## src/rtl/mem_port_arbiter_if.sv

```systemverilog
// Handshake and bus signals between the two cache miss paths, the arbiter and memory.
// The arbiter uses the master modport; surrounding logic uses the slave modport.
interface mem_port_arbiter_if #(
    parameter int AW = 32,
    parameter int DW = 32
);
    logic          ic_req_r;
    logic [AW-1:0] ic_addr;
    logic [DW-1:0] ic_rdata;
    logic          ic_ready;
    logic          dc_req_r;
    logic          dc_req_w;
    logic [AW-1:0] dc_addr;
    logic [DW-1:0] dc_wdata;
    logic [DW-1:0] dc_rdata;
    logic          dc_ready;
    logic          mem_r;
    logic          mem_w;
    logic [AW-1:0] mem_addr;
    logic [DW-1:0] mem_wdata;
    logic [DW-1:0] mem_rdata;
    logic          mem_ready;
    logic          grant_d;

    modport master (
        input  ic_req_r, ic_addr, dc_req_r, dc_req_w, dc_addr, dc_wdata, mem_rdata, mem_ready,
        output ic_rdata, ic_ready, dc_rdata, dc_ready, mem_r, mem_w, mem_addr, mem_wdata, grant_d
    );

    modport slave (
        output ic_req_r, ic_addr, dc_req_r, dc_req_w, dc_addr, dc_wdata, mem_rdata, mem_ready,
        input  ic_rdata, ic_ready, dc_rdata, dc_ready, mem_r, mem_w, mem_addr, mem_wdata, grant_d
    );
endinterface

```

## src/rtl/mem_port_arbiter.sv

```systemverilog
// Shares one memory port between the I-cache and D-cache miss paths.
// ARB_RR_EN selects round-robin arbitration; undefined gives fixed D-over-I priority.
//
// state | meaning
// IDLE  | no owner, strobes low, arbitrate pending requests
// OWN_I | I-cache owns the port, read in flight
// OWN_D | D-cache owns the port, read or write-back in flight
module mem_port_arbiter #(
    parameter int AW = 32,
    parameter int DW = 32
) (
    input logic clk,
    input logic rst,
    mem_port_arbiter_if.master bus
);

    typedef enum logic [1:0] {
        IDLE  = 2'd0,
        OWN_I = 2'd1,
        OWN_D = 2'd2
    } state_t;

    state_t        state_q, state_d;
    logic          ic_req, dc_req, win_d;
    logic          mem_r_c, mem_w_c, ic_ready_c, dc_ready_c, grant_c;
    logic [AW-1:0] addr_c;
    logic [DW-1:0] wdata_c;

    assign ic_req = bus.ic_req_r;
    assign dc_req = bus.dc_req_r | bus.dc_req_w;

`ifdef ARB_RR_EN
    // 1: the D-cache wins the next tie; flips only on completed transfers
    logic rr_ptr_d;

    always_ff @(posedge clk) begin
        if (rst)
            rr_ptr_d <= 1'b1;
        else if (ic_ready_c | dc_ready_c)
            rr_ptr_d <= ic_ready_c;
    end

    assign win_d = dc_req & (rr_ptr_d | ~ic_req);
`else
    assign win_d = dc_req;
`endif

    always_ff @(posedge clk) begin
        if (rst)
            state_q <= IDLE;
        else
            state_q <= state_d;
    end

    always_comb begin
        state_d    = state_q;
        mem_r_c    = 1'b0;
        mem_w_c    = 1'b0;
        addr_c     = '0;
        wdata_c    = '0;
        ic_ready_c = 1'b0;
        dc_ready_c = 1'b0;
        grant_c    = 1'b0;
        case (state_q)
            IDLE: begin
                if (dc_req | ic_req)
                    state_d = win_d ? OWN_D : OWN_I;
            end
            OWN_I: begin
                mem_r_c = bus.ic_req_r;
                addr_c  = bus.ic_addr;
                if (!ic_req) begin
                    state_d = IDLE;
                end else if (bus.mem_ready) begin
                    ic_ready_c = 1'b1;
                    state_d    = IDLE;
                end
            end
            OWN_D: begin
                grant_c = 1'b1;
                addr_c  = bus.dc_addr;
                wdata_c = bus.dc_wdata;
                // write wins when both are raised
                mem_w_c = bus.dc_req_w;
                mem_r_c = bus.dc_req_r & ~bus.dc_req_w;
                if (!dc_req) begin
                    state_d = IDLE;
                end else if (bus.mem_ready) begin
                    dc_ready_c = 1'b1;
                    state_d    = IDLE;
                end
            end
            default: state_d = IDLE;
        endcase
    end

    assign bus.mem_r     = mem_r_c;
    assign bus.mem_w     = mem_w_c;
    assign bus.mem_addr  = addr_c;
    assign bus.mem_wdata = wdata_c;
    assign bus.ic_ready  = ic_ready_c;
    assign bus.dc_ready  = dc_ready_c;
    assign bus.grant_d   = grant_c;
    assign bus.ic_rdata  = bus.mem_rdata;
    assign bus.dc_rdata  = bus.mem_rdata;

endmodule

```

## src/flat_wrapper.sv

```systemverilog
// flat-port wrapper written by rule: the top's interface ports become plain ports
module mem_port_arbiter_flat 
#(
    parameter int AW = 32,
    parameter int DW = 32
)
  (clk, rst, bus_ic_req_r, bus_ic_addr, bus_dc_req_r, bus_dc_req_w, bus_dc_addr, bus_dc_wdata, bus_mem_rdata, bus_mem_ready, bus_ic_rdata, bus_ic_ready, bus_dc_rdata, bus_dc_ready, bus_mem_r, bus_mem_w, bus_mem_addr, bus_mem_wdata, bus_grant_d);
  mem_port_arbiter_if #(.AW(AW), .DW(DW)) bus_i ();
  input logic clk;
  input logic rst;
  input wire logic [$bits(bus_i.ic_req_r)-1:0] bus_ic_req_r;
  input wire logic [$bits(bus_i.ic_addr)-1:0] bus_ic_addr;
  input wire logic [$bits(bus_i.dc_req_r)-1:0] bus_dc_req_r;
  input wire logic [$bits(bus_i.dc_req_w)-1:0] bus_dc_req_w;
  input wire logic [$bits(bus_i.dc_addr)-1:0] bus_dc_addr;
  input wire logic [$bits(bus_i.dc_wdata)-1:0] bus_dc_wdata;
  input wire logic [$bits(bus_i.mem_rdata)-1:0] bus_mem_rdata;
  input wire logic [$bits(bus_i.mem_ready)-1:0] bus_mem_ready;
  output wire logic [$bits(bus_i.ic_rdata)-1:0] bus_ic_rdata;
  output wire logic [$bits(bus_i.ic_ready)-1:0] bus_ic_ready;
  output wire logic [$bits(bus_i.dc_rdata)-1:0] bus_dc_rdata;
  output wire logic [$bits(bus_i.dc_ready)-1:0] bus_dc_ready;
  output wire logic [$bits(bus_i.mem_r)-1:0] bus_mem_r;
  output wire logic [$bits(bus_i.mem_w)-1:0] bus_mem_w;
  output wire logic [$bits(bus_i.mem_addr)-1:0] bus_mem_addr;
  output wire logic [$bits(bus_i.mem_wdata)-1:0] bus_mem_wdata;
  output wire logic [$bits(bus_i.grant_d)-1:0] bus_grant_d;
  assign bus_i.ic_req_r = bus_ic_req_r;
  assign bus_i.ic_addr = bus_ic_addr;
  assign bus_i.dc_req_r = bus_dc_req_r;
  assign bus_i.dc_req_w = bus_dc_req_w;
  assign bus_i.dc_addr = bus_dc_addr;
  assign bus_i.dc_wdata = bus_dc_wdata;
  assign bus_i.mem_rdata = bus_mem_rdata;
  assign bus_i.mem_ready = bus_mem_ready;
  assign bus_ic_rdata = bus_i.ic_rdata;
  assign bus_ic_ready = bus_i.ic_ready;
  assign bus_dc_rdata = bus_i.dc_rdata;
  assign bus_dc_ready = bus_i.dc_ready;
  assign bus_mem_r = bus_i.mem_r;
  assign bus_mem_w = bus_i.mem_w;
  assign bus_mem_addr = bus_i.mem_addr;
  assign bus_mem_wdata = bus_i.mem_wdata;
  assign bus_grant_d = bus_i.grant_d;
  mem_port_arbiter #(.AW(AW), .DW(DW)) u_core (.clk(clk), .rst(rst), .bus(bus_i));
endmodule
```

## config.mk

```make
export PLATFORM = sky130hd
export DESIGN_NAME = mem_port_arbiter_flat
export DESIGN_NICKNAME = d
export VERILOG_FILES = /design/src/rtl/mem_port_arbiter_if.sv /design/src/rtl/mem_port_arbiter.sv /design/src/flat_wrapper.sv
export SDC_FILE = /design/constraint.sdc
export NUM_CORES = 1
export LEC_CHECK = 0
export BUFFER_PORTS_ARGS = -buffer_cell sky130_fd_sc_hd__buf_2
export CAP_MARGIN = 15
export CORE_AREA = 8 8 96 98
export CTS_CLUSTER_DIAMETER = 80
export DETAILED_ROUTE_END_ITERATION = 8
export DIE_AREA = 0 0 104 106
export SYNTH_ARGS = -nofsm -noshare
export SYNTH_HDL_FRONTEND = slang
export SYNTH_SLANG_ARGS = --single-unit
```

## constraint.sdc

```tcl
create_clock -name clk -period 1.5 [get_ports clk]
set_clock_uncertainty 0.05 [all_clocks]
set_input_delay 0.3 -clock clk [delete_from_list [all_inputs] [get_ports clk]]
set_output_delay 0.3 -clock clk [all_outputs]
set_load 0.01 [all_outputs]
```

Word-level counts from Yosys, hierarchy flattened
Cells that the tools add are included.
Word-level totals
  input port bits: 134
  output and inout port bits: 133
  bits in registers: 2
  logic and storage cells: 25
Operators by class
  muxes and demuxes: 16
  eq/ne operators: 3
  bitwise operators: 4
  reduce and logical (&&, ||, !) cells: 1
Operators by type and width (number)
  $pmux 32 s2: 1
  $mux 32: 1
  $mux 2: 5
  $mux 1: 7
  $pmux 2 s3: 1
  $eq 2x1->1 const B: 1
  $eq 2x2->1 const B: 1
  $logic_not 2->1: 1
  $ne 2x1->1 const B: 1
  $or 1x1->1: 2
  $pmux 1 s2: 1
  $and 1x1->1: 1
  $not 1->1: 1

Logic depth before layout (Yosys ltp)
Gate-level depths: netlist of run 1.
  word-level depth: 4
  gate-level depth with buffers: 6
  mapped depth without buffers: 5

Least setup slack after synthesis of run 1
OpenSTA, ideal clock, no wires.
  kind: register -> output
  start point: reg u_core.state_q[0]
  end point: out bus_mem_addr[0]
  data required time: 1.150 ns
  arrival time: 1.328 ns
  buffers on the path: 1
  setup slack: -0.178 ns
  stages on the path, launching flop included: 6
  cells stage by stage: dfxtp_1 > inv_1 > ha_1 > clkbuf_1 > a22oi_1 > nor2b_1
On the way
  word-level cells in the longest chain between the ends: 2
  elaborated cells on any way between the ends: 3
  classes of those cells: 2 x eq/ne; 1 x mux
Ends and longest elaborated chain
  start: declaration: RTL line mem_port_arbiter.sv:23  | state_t state_q, state_d;
  start signal: assignment: RTL line mem_port_arbiter.sv:52  | state_q <= state_d;
  $eq 2x2->1 or $eq 2x1->1 (tied branches): RTL line mem_port_arbiter.sv:64  | case (state_q)
  $pmux 32 s2 *: RTL line mem_port_arbiter.sv:64
  end: declaration: RTL line flat_wrapper.sv:25  | output wire logic [$bits(bus_i.mem_addr)-1:0] bus_mem_addr;
Mark *: on every way between the ends. The rest lies on a longest branch, timed or not.

Final worst setup path of run 1
  start point: reg u_core.state_q[0]
  end point: out bus_mem_addr[16]
Same word-level chain as after synthesis.

==> flow_metrics.tcl, run 1 <==
set metrics [dict create \
    status "finished, violations left" \
    violations "setup timing" \
    wirelength_microns 7180 \
    cts_tree "done" \
    ys_ff_latch 2 \
    antenna_cells 0 \
    avgSynthCellArea_sq_um 7.02 \
    pwr-share-clk_pct 15.2 \
    crit_path_end_kind "output port" \
    synthCells 203 \
    crit_type "reg2out" \
    sequentialPowerShare_pct 5.0 \
    vias 1804 \
    drc 0 \
    synth_fp_nets 342 \
    crit_buf_inv 3 \
    port_buffers 170 \
    die_y_microns 106 \
    clkLatencyLatePin_ns 0.21 \
    arrival_ns 1.39 \
    grt_overflow_total 0 \
    pwr_density_cell_mw_per_mm2 497 \
    worstSetupPathDepth 6 \
    track_usage_pct 10.6 \
    rows 33 \
    area_delta_synth_final_pct 94.6 \
    fin_nets 461 \
    crit_required_ns 1.15 \
    combPwrFrac_pct 79.7 \
    cap_violations 0 \
    dp_cells 411 \
    tightest_slew_ns 0.270 \
    fin_util_pct 35.3 \
    finalCritPeriodShare_pct 116 \
    synthTopCellsByArea "buf_4 34%, a22oi_1 17%, and2_1 14%" \
    dp_hpwl_microns 5300 \
    gp_congestion 0.756 \
    largest_registers "u_core.state_q (2)" \
    cts_buffer_depth 2 \
    grt_first_pass_wirelength_microns 10000 \
    numCtsBuffers 3 \
    regMostFlops "u_core.state_q" \
    largest_register_ffs 2 \
    max_freq_mhz 576 \
    hold_buffers 0 \
    holdCritPathClass "in2reg" \
    antenna_found_initial 0 \
    cts_root_buf "clkbuf_8" \
    fin_crit_ns 1.74 \
    crit_path_top_delay_cell "dfxtp_4" \
    cpPeakStageDelay_ns 0.39 \
    mappedNetlistArea_sq_mm 0.00143 \
    num_io_pins 267 \
    die_w_microns 104 \
    netSwitchingFraction_pct 36.5 \
    worst_slack_ns -0.236 \
    path_delay_family "flip-flops" \
    cts_sinks 2 \
    setup_viol 69 \
    final_max_slew_viol_count 0 \
    yosys.cell_types.count 23 \
    critical_path.cell_chain "inv_8, ha_4, buf_12, a22oi_1, nor2b_2, buf_2" \
    rsz0062_at_grt "yes" \
    synth_area_leader_cell "buf_4" \
    clk_pin_slew_ns 0.03 \
    core_area_sq_mm 0.00785 \
    tns_ns -11.81 \
    grt_max_degree 26 \
    wl_per_cell_microns 16.9 \
    synthDominantCellAreaShare_pct 33.7 \
    ant_nets 0 \
    drive_gt1_share_pct 92.8 \
    multiInputGateArea_sq_mm 0.00121 \
    reg2reg_depth 6 \
    initial_core_util_pct 18.2 \
    die_area_sq_mm 0.0110 \
    layout_commonest_cell "buf_2" \
    r2r_slack_ns -0.01 \
    yosysWarnings 0 \
    final_cell_mix "139 x buf_2, 35 x buf_6, 31 x nor2b_2, 31 x and2_4, 27 x a22oi_2" \
    hold_depth 2 \
    ir_worst_vdd_mv 0.333 \
    max_slew_margin_pct 81.9 \
    grt_pass1_vias 1917 \
    power_leakage_nw 1.32 \
    p_sw_w 0.000503 \
    drt_pass1_iterations 4 \
    final_cells 425 \
    yosysSeqAreaShare_pct 2.81 \
    seq_area_sq_um 47.5 \
    hold_viol_final 0 \
    cp_max_fo 18 \
    fillers 825 \
    first_iter_violations 35 \
    crit_path_start_kind "register" \
    viasPerCell 4.24 \
    cts.htree.levels 1 \
    p_int_w 0.000874 \
]
synth_stat cells:
cell type and number:
clkbuf_1 12, inv_1 4, and2_1 33, ha_1 5, o21ai_0 1, buf_4 64
a21boi_0 1, dfxtp_1 2, a32o_1 1, nand3b_1 2, nor4b_2 1, nor2b_1 32
nand4b_1 1, nor2_1 3, o21ai_1 1, o211ai_1 1, buf_2 1, nor3_1 1
a211o_1 1, nand2_1 2, mux2_1 1, a22oi_1 32, a211oi_2 1
worst register-to-register path, stage by stage (launching register included):
cell,delay [ns]
dfxtp_4,0.36
buf_6,0.12
buf_4,0.12
buf_4,0.13
ha_1,0.20
mux2_4,0.28
a211oi_2,0.17
cell families after synthesis:
family	count (synthesis)	synth area share, %
DFF	2	2.81
AOI/OAI and AO/OA	39	20.8
adders and majority gates	5	4.39
and+or+nand+nor	75	32.9
muxes	1	0.790
buffers and inverters	81	38.3
power groups by stage:
stage	clock network, W	logic (W)	registers, W
after floorplan	0	0.000560	0.0000653
after global placement	0	0.000736	0.0000665
after detailed placement	0	0.000749	0.0000670
after CTS	0.000217	0.000928	0.0000683
after global routing	0.000226	0.00117	0.0000701
final	0.000210	0.00110	0.0000691
layout make-up:
type | count | area share, %
clock buffer | 3 | 1.49
tap | 105 | 4.74
multi-input combinational | 120 | 43.6
timing repair buffer | 191 | 47.5
inverter | 4 | 0.903
sequential | 2 | 1.71
per-layer routing:
layer	vias to the layer above	track usage, %	wire [microns]
li1	850	-	-
met1	841	10.8	2420
met2	86	20.0	4040
met3	27	3.45	566
met4	0	3.83	145
met5	-	0	0
timing repair:
item,CTS,global route
pin swaps,2,1
setup endpoints to repair,70,70
gates cloned,1,3
resized for setup,63,57
buffers inserted,6,1
through the flow:
stage | total power [W] | setup slack (ns) | hold slack [ns] | area (sq um)
after floorplan | 0.000625 | -0.0200 | 0.315 | 1520
after global placement | 0.000803 | -0.164 | 0.455 | 2090
after CTS | 0.00121 | -0.237 | 0.225 | 2450
after detailed placement | 0.000816 | -0.186 | 0.455 | 2090
final | 0.00138 | -0.236 | 0.228 | 2770
after global routing | 0.00147 | -0.285 | 0.222 | 2770
path summary, 6_finish.rpt:
| check | from | endpoint |
|---|---|---|
| setup / recovery | u_core.state_q[0] | bus_mem_addr[16] |
| hold / removal | rst | u_core.state_q[0] |
| setup reg to reg | u_core.state_q[1] | u_core.state_q[0] |
| hold reg to reg | u_core.state_q[0] | u_core.state_q[0] |
Note: power is estimated with default switching activity, not from simulation.
==> inputs of run 2 (changes only) <==
--- a/config.mk
+++ b/config.mk
@@ -11,6 +11,7 @@
 export CTS_CLUSTER_DIAMETER = 80
 export DETAILED_ROUTE_END_ITERATION = 8
 export DIE_AREA = 0 0 104 106
+export MAX_ROUTING_LAYER = met4
 export SYNTH_ARGS = -nofsm -noshare
 export SYNTH_HDL_FRONTEND = slang
 export SYNTH_SLANG_ARGS = --single-unit
==> flow_metrics.tcl, run 2 (same netlist as run 1, synthesis figures left out) <==
set metrics [dict create \
    cp_max_fo 15 \
    clkLatencyLatePin_ns 0.21 \
    track_usage_pct 10.9 \
    power_leakage_nw 1.32 \
    grt_first_pass_wirelength_microns 9980 \
    crit_type "reg2out" \
    gp_congestion 0.766 \
    cts.htree.levels 1 \
    core_area_sq_mm 0.00785 \
    rsz0062_at_grt "yes" \
    drt_pass1_iterations 4 \
    num_io_pins 267 \
    cap_violations 0 \
    crit_path_end_kind "output port" \
    ir_worst_vdd_mv 0.341 \
    vias 1805 \
    p_total_w 0.00138 \
    drive_gt1_share_pct 92.8 \
    holdCritPathClass "in2reg" \
    max_freq_mhz 575 \
    viasPerCell 4.25 \
    cts_root_buf "clkbuf_8" \
    area_delta_synth_final_pct 94.6 \
    regMostFlops "u_core.state_q" \
    dp_cells 411 \
    largest_registers "u_core.state_q (2)" \
    worst_slack_ns -0.239 \
    hold_viol_final 0 \
    final_max_slew_viol_count 0 \
    setup_viol 69 \
    fin_crit_ns 1.74 \
    crit_path_start_kind "register" \
    cts_buffer_depth 2 \
    reg2reg_depth 6 \
    finalCritPeriodShare_pct 116 \
    drc 0 \
    grt_overflow_total 0 \
    antenna_cells 0 \
    initial_core_util_pct 18.2 \
    die_y_microns 106 \
    wirelength_microns 7150 \
    cts_sinks 2 \
    die_area_sq_mm 0.0110 \
    port_buffers 170 \
    hold_slack_ns 0.225 \
    wl_per_cell_microns 16.8 \
    fin_util_pct 35.3 \
    largest_register_ffs 2 \
    fin_nets 461 \
    grt_max_degree 26 \
    die_w_microns 104 \
    status "finished, violations left" \
    hold_depth 2 \
    first_iter_violations 32 \
    final_cell_mix "139 x buf_2, 35 x buf_6, 31 x nor2b_2, 31 x and2_4, 27 x a22oi_2" \
    pwr_density_cell_mw_per_mm2 498 \
    ant_nets 0 \
    max_slew_margin_pct 81.8 \
    tightest_slew_ns 0.271 \
    violations "setup timing" \
    dp_hpwl_microns 5300 \
    tns_ns -11.82 \
    rows 33 \
    arrival_ns 1.39 \
    cts_tree "done" \
    crit_required_ns 1.15 \
    grt_pass1_vias 1919 \
    antenna_found_initial 0 \
    layout_commonest_cell "buf_2" \
    numCtsBuffers 3 \
    clk_pin_slew_ns 0.03 \
    final_cells 425 \
]
## run 2: cell counts in the layout (fill, tap and decap cells not counted)
Identical to the previous run, type by type.
## run 2: through the flow
step | setup slack [ns] | cell area, sq um
after floorplan | -0.0200 | 1520
after global placement | -0.164 | 2090
after detailed placement | -0.186 | 2090
after CTS | -0.237 | 2450
after global routing | -0.285 | 2770
final | -0.239 | 2770
## run 2: final timing paths
| path | start | endpoint | slack (ns) |
|---|---|---|---|
| worst min register to register | u_core.state_q[0] | u_core.state_q[0] | 0.69 |
| worst min-delay path | rst | u_core.state_q[0] | 0.23 |
| worst max register to register | u_core.state_q[1] | u_core.state_q[0] | -0.01 |
| worst max-delay path | u_core.state_q[0] | bus_mem_addr[2] | -0.24 |
## run 2: repair_timing
| action | in CTS | in global routing |
|---|---|---|
| pin swaps | 2 | 1 |
| hold buffers | 0 | 0 |
| cloned | 1 | 3 |
| setup buffers | 6 | 1 |
| endpoints found under the hold margin | 0 | 0 |
| endpoints found under the setup margin | 70 | 70 |
| gates resized for setup | 63 | 57 |
## run 2: cell type report
class / instances / area, sq um
clock buffers: 3 / 41.3
fillers: 825 / 5070
inverters: 4 / 25.0
multi-input cells: 120 / 1210
flip-flops and latches: 2 / 47.5
well taps: 105 / 131
repair buffers: 191 / 1320
## run 2: power by group
part | switching, W | internal (W)
logic | 0.000452 | 0.000647
clock network | 0.0000435 | 0.000170
registers | 0.0000106 | 0.0000585
total | 0.000506 | 0.000875
## run 2: critical path, stage by stage, from the launching register on
cell     delay (ns)
dfxtp_4        0.39
inv_8          0.05
ha_4           0.17
buf_12         0.15
a22oi_1        0.20
nor2b_2        0.06
buf_2          0.14
## run 2: metal layers
layer | share of wire [%] | wire (microns) | up-vias | global-route usage, %
li1 | - | - | 850 | -
met1 | 35 | 2480 | 841 | 11.0
met2 | 56 | 4030 | 86 | 20.0
met3 | 6.8 | 489 | 28 | 3.02
met4 | 2.0 | 146 | 0 | 3.83
met5 | 0 | 0 | - | -
